File: config.mk
export PLATFORM = sky130hd
export DESIGN_NAME = led_event_scheduler
export DESIGN_NICKNAME = d
export VERILOG_FILES = /design/src/rtl/led_event_scheduler.sv
export SDC_FILE = /design/constraint.sdc
export NUM_CORES = 1
export LEC_CHECK = 0
export ABC_AREA = 0
export BUFFER_PORTS_ARGS = -buffer_cell sky130_fd_sc_hd__buf_2
export CORE_AREA = 2 2 63 65
export CTS_CLUSTER_DIAMETER = 80
export CTS_CLUSTER_SIZE = 25
export DETAILED_ROUTE_END_ITERATION = 10
export DIE_AREA = 0 0 65 67
export PLACE_DENSITY_LB_ADDON = 0.25
export SLEW_MARGIN = 20
export SYNTH_ARGS = -nofsm -noshare
export SYNTH_HDL_FRONTEND = slang
export SYNTH_SLANG_ARGS = --single-unit
File: constraint.sdc
create_clock -name clk -period 2.3 [get_ports clk]
set_input_delay 0.345 -clock clk [delete_from_list [all_inputs] [get_ports clk]]
set_output_delay 0.345 -clock clk [all_outputs]
set_load 0.02 [all_outputs]
File: src/rtl/led_event_scheduler.sv
// ============================================================================
//  Module   : led_event_scheduler
//  Purpose  : Latches four LED event requests and blinks the colour of the
//             highest-priority pending one for a fixed number of periods.
//  Revision : 1.0 - initial release
// ============================================================================
`default_nettype none

module led_event_scheduler #(
    parameter int HALF_PERIOD = 250000,
    parameter int BLINKS      = 3
) (
    input  logic       clk,
    input  logic       resetb,
    input  logic       startgame,
    input  logic [3:0] req,
    output logic       green,
    output logic       red,
    output logic       blue,
    output logic [3:0] grant,
    output logic       busy
);

    localparam int c_TIMER_W = (HALF_PERIOD > 1) ? $clog2(HALF_PERIOD) : 1;
    localparam int c_BLINK_W = (BLINKS > 1) ? $clog2(BLINKS) : 1;

    localparam logic [c_TIMER_W-1:0] c_TIMER_RELOAD = c_TIMER_W'(HALF_PERIOD - 1);
    localparam logic [c_BLINK_W-1:0] c_BLINK_LAST   = c_BLINK_W'(BLINKS - 1);

    localparam logic [1:0] c_S_IDLE = 2'd0;
    localparam logic [1:0] c_S_ON   = 2'd1;
    localparam logic [1:0] c_S_OFF  = 2'd2;

    logic [1:0]           r_state,     w_state_nxt;
    logic [c_TIMER_W-1:0] r_timer,     w_timer_nxt;
    logic [c_BLINK_W-1:0] r_blink_cnt, w_blink_nxt;
    logic [3:0]           r_pending,   w_pending_nxt;
    logic [3:0]           r_grant,     w_grant_nxt;
    logic [2:0]           r_led,       w_led_nxt;   // {red, green, blue}
    logic                 r_busy,      w_busy_nxt;
    logic [3:0]           w_arb;
    logic [3:0]           w_clr;

    function automatic logic [2:0] f_colour(input logic [3:0] g);
        logic [2:0] rgb;
        rgb = 3'b000;
        if (g[0]) rgb = 3'b100;
        if (g[1]) rgb = 3'b010;
        if (g[2]) rgb = 3'b001;
        if (g[3]) rgb = 3'b111;
        return rgb;
    endfunction

    // Fixed priority: bit 3 wins
    always_comb begin
        w_arb = 4'b0000;
        if      (r_pending[3]) w_arb = 4'b1000;
        else if (r_pending[2]) w_arb = 4'b0100;
        else if (r_pending[1]) w_arb = 4'b0010;
        else if (r_pending[0]) w_arb = 4'b0001;
    end

    always_comb begin
        w_state_nxt = r_state;
        w_timer_nxt = r_timer;
        w_blink_nxt = r_blink_cnt;
        w_grant_nxt = r_grant;
        w_led_nxt   = r_led;
        w_busy_nxt  = r_busy;
        w_clr       = 4'b0000;

        case (r_state)
            c_S_IDLE: begin
                w_led_nxt   = 3'b000;
                w_grant_nxt = 4'b0000;
                w_busy_nxt  = 1'b0;
                if (r_pending != 4'b0000) begin
                    w_grant_nxt = w_arb;
                    w_timer_nxt = c_TIMER_RELOAD;
                    w_blink_nxt = '0;
                    w_led_nxt   = f_colour(w_arb);
                    w_busy_nxt  = 1'b1;
                    w_state_nxt = c_S_ON;
                end
            end
            c_S_ON: begin
                if (r_timer == '0) begin
                    w_timer_nxt = c_TIMER_RELOAD;
                    w_led_nxt   = 3'b000;
                    w_state_nxt = c_S_OFF;
                end else begin
                    w_timer_nxt = r_timer - 1'b1;
                end
            end
            c_S_OFF: begin
                w_led_nxt = 3'b000;
                if (r_timer == '0) begin
                    if (r_blink_cnt == c_BLINK_LAST) begin
                        w_clr       = r_grant;
                        w_grant_nxt = 4'b0000;
                        w_busy_nxt  = 1'b0;
                        w_state_nxt = c_S_IDLE;
                    end else begin
                        w_blink_nxt = r_blink_cnt + 1'b1;
                        w_timer_nxt = c_TIMER_RELOAD;
                        w_led_nxt   = f_colour(r_grant);
                        w_state_nxt = c_S_ON;
                    end
                end else begin
                    w_timer_nxt = r_timer - 1'b1;
                end
            end
            default: begin
                w_state_nxt = c_S_IDLE;
                w_grant_nxt = 4'b0000;
                w_led_nxt   = 3'b000;
                w_busy_nxt  = 1'b0;
            end
        endcase

        // A request landing in the clearing cycle re-arms its own bit
        w_pending_nxt = (r_pending & ~w_clr) | req;

        if (!startgame) begin
            w_state_nxt   = c_S_IDLE;
            w_pending_nxt = 4'b0000;
            w_led_nxt     = 3'b000;
            w_grant_nxt   = 4'b0000;
            w_busy_nxt    = 1'b0;
        end
    end

    always_ff @(posedge clk or negedge resetb) begin
        if (!resetb) begin
            r_state     <= c_S_IDLE;
            r_timer     <= '0;
            r_blink_cnt <= '0;
            r_pending   <= 4'b0000;
            r_grant     <= 4'b0000;
            r_led       <= 3'b000;
            r_busy      <= 1'b0;
        end else begin
            r_state     <= w_state_nxt;
            r_timer     <= w_timer_nxt;
            r_blink_cnt <= w_blink_nxt;
            r_pending   <= w_pending_nxt;
            r_grant     <= w_grant_nxt;
            r_led       <= w_led_nxt;
            r_busy      <= w_busy_nxt;
        end
    end

    assign red   = r_led[2];
    assign green = r_led[1];
    assign blue  = r_led[0];
    assign grant = r_grant;
    assign busy  = r_busy;

endmodule

`default_nettype wire

==> metrics.txt <==
status complete, no violations; P per Cell Area 687.4 nW/um^2; dpl hpwl 3.442 mm; via count 1,879; Max-Cap Viols 0; synthesized instance count 233; Pint 1.042 mW; syn_nets 247; worst-margin pin slew 724.2 ps; skew final 10.90 ps; register bit total from synthesis 34; GRT Overall Usage 0.2469; Clk Latency, worst-skew pair 290 ps; Seq pwr share 0.426; Synth Cell Area 2091 um^2; multi-input combinational cell area 1171 um^2; Max-slew headroom 0.5172; Reg area 850.8 um^2; crit path launch type flop; leading cell type in the layout, fill and taps excluded dfrtp_1; R2R cell count 5; WS Path Type flop to flop; crit end category flop; CTS tree built; largest net degree at the start of global routing 35; post_cts resized 0; crit path DAT 2280 ps; Distinct cells, synth 50; Antenna diodes 0; Async S/R FF share, synth 1.000; Hold Worst Slack 116.3 ps; Routed WL 4.699 mm; area grow syn2layout 13.88%; f_max 469.8 MHz; P_sw 595.0 uW; Setup-failing EPs final 0; most frequent cells in the layout dfrtp_1 (34), nor2_1 (21), a21oi_1 (17), nand2_1 (17), buf_4 (15); Fin Setup TNS 0 ps; layout cells sized above 1 0.1863; Root Buffer clkbuf_8; Vias/cell 6.042; input/output buffers 14; Worst Hold Class input port to asynchronous set/reset pin; Die Span X 65 um; Required @ worst endpoint 2450 ps; Routed wire per std cell 15.11 um; Primary FF master, synth dfrtp_1; antenna violation net count after detailed routing 0; CTS Sinks 34; leak pwr 1.029 nW; first-pass GRT wire length 8.148 mm; GRT Residual Overflow 0; RSZ-0062 raised after global routing no; vias in the first global route 1,743; max-slew violation count 0; Net Sw Frac 0.3636; gp weighted congestion 0.8991; antenna violations before repair 0; Worst IR Drop VDD 457.0 uV; number of enable flip-flop cells after synthesis 0; R2R setup slack 170 ps; Clock Power Share 0.250; CTS H-tree depth 2; Core ar. 3606 um^2; DRC 0; Final Critical Period 2128 ps; # IOs 15; synth warn 0; number of buffers created by CTS 5; die area 4355 um^2; Initial Utilization 0.5798; Die Y 67 um; CTS max path bufs 2; Combinational Power Share 0.323; Hold Vio Cnt, Final 0; cts hold-fix bufs 0; syn_area_per_cell 8.973 um^2; Worst Path Max Fanout 6; Final nets 277; Core Rows 22; Worst-path clk slew 60 ps; fill count 290; post-CTS setup repair buffer count 0; Iter 0 DRT Violations 164; crit share post-route 0.9254; sequential share of the synthesized area 0.4069; 1st-pass router iterations 5
[power by group through the flow]
stage,combinational (mW),sequential (mW),clock (mW)
after floorplan,0.340,0.723,0
after global placement,0.513,0.706,0
after detailed placement,0.520,0.708,0
after CTS,0.522,0.697,0.422
after global routing,0.590,0.706,0.455
final,0.529,0.698,0.410
[state kept, by name, summed over array words and instances (netlist names)]
register	count
r_led	3
r_state	2
r_timer	18
r_pending	4
r_blink_cnt	2
busy	1
grant	4
[per-stage QoR]
step | total power [mW] | utilization | instance area (um^2) | cells | setup slack [ps]
after global placement | 1.219 | 0.6381 | 2301 | 304 | 216.9
after global routing | 1.751 | 0.6603 | 2381 | 311 | 73.45
after detailed placement | 1.229 | 0.6381 | 2301 | 304 | 198.9
final | 1.637 | 0.6603 | 2381 | 311 | 171.6
after CTS | 1.641 | 0.6600 | 2380 | 311 | 205.6
after floorplan | 1.064 | - | 2091 | 233 | 283.6
[logic make-up (layout without fill, tap and decap cells)]
logic type / count (synthesis) / in the layout / synth area share
and+or+nand+nor: 107 / 107 / 0.2891
buffers and inverters: 16 / 46 / 0.03351
adders and majority gates: 7 / 7 / 0.04189
DFF: 34 / 34 / 0.4069
muxes: 1 / 1 / 0.004788
AOI/OAI and AO/OA: 68 / 68 / 0.2238
[synthesized netlist by cell type, types with 5 or more instances]
master | n | area, um^2
nand4_1 | 9 | 56.30
nor3_1 | 11 | 55.05
dfrtp_1 | 34 | 850.8
a21oi_1 | 17 | 85.08
ha_1 | 7 | 87.58
or3_1 | 5 | 31.28
nor2_1 | 21 | 78.83
nand2_1 | 17 | 63.81
nand3_1 | 14 | 70.07
inv_1 | 10 | 37.54
nand2b_1 | 6 | 37.54
o21ai_0 | 11 | 55.05
o21ai_1 | 10 | 50.05
[worst paths after layout]
kind,from,endpoint
min in group clk,req[0],r_pending[0]
max reg2reg,r_timer[13],r_timer[13]
min,resetb,busy
max,r_timer[13],r_timer[13]
max in group asynchronous,resetb,r_timer[4]
min reg2reg,r_led[2],r_led[2]
[metal layers]
| metal | GRT usage | routed length, um | vias up |
|---|---|---|---|
| li1 | - | - | 929 |
| met1 | 0.3720 | 2393 | 881 |
| met2 | 0.3428 | 1996 | 63 |
| met3 | 0.05574 | 248 | 6 |
| met4 | 0.09043 | 61 | 0 |
| met5 | 0 | 0 | - |
[critical path, cell delays in order, from the launching register on]
cell and delay, ps:
dfrtp_1 450, or4_4 590, or3_4 400, o211ai_2 310, or3_1 170, nand3_1 80
[final cells by class]
type / instances / area share
Clock inverter: 2 / 0.004204
Clock buffer: 5 / 0.02890
Timing Repair Buffer: 29 / 0.07672
Tap cell: 48 / 0.02522
Multi-Input combinational cell: 183 / 0.4919
Inverter: 10 / 0.01576
Sequential cell: 34 / 0.3573
Note: power is estimated with default switching activity, not from simulation.
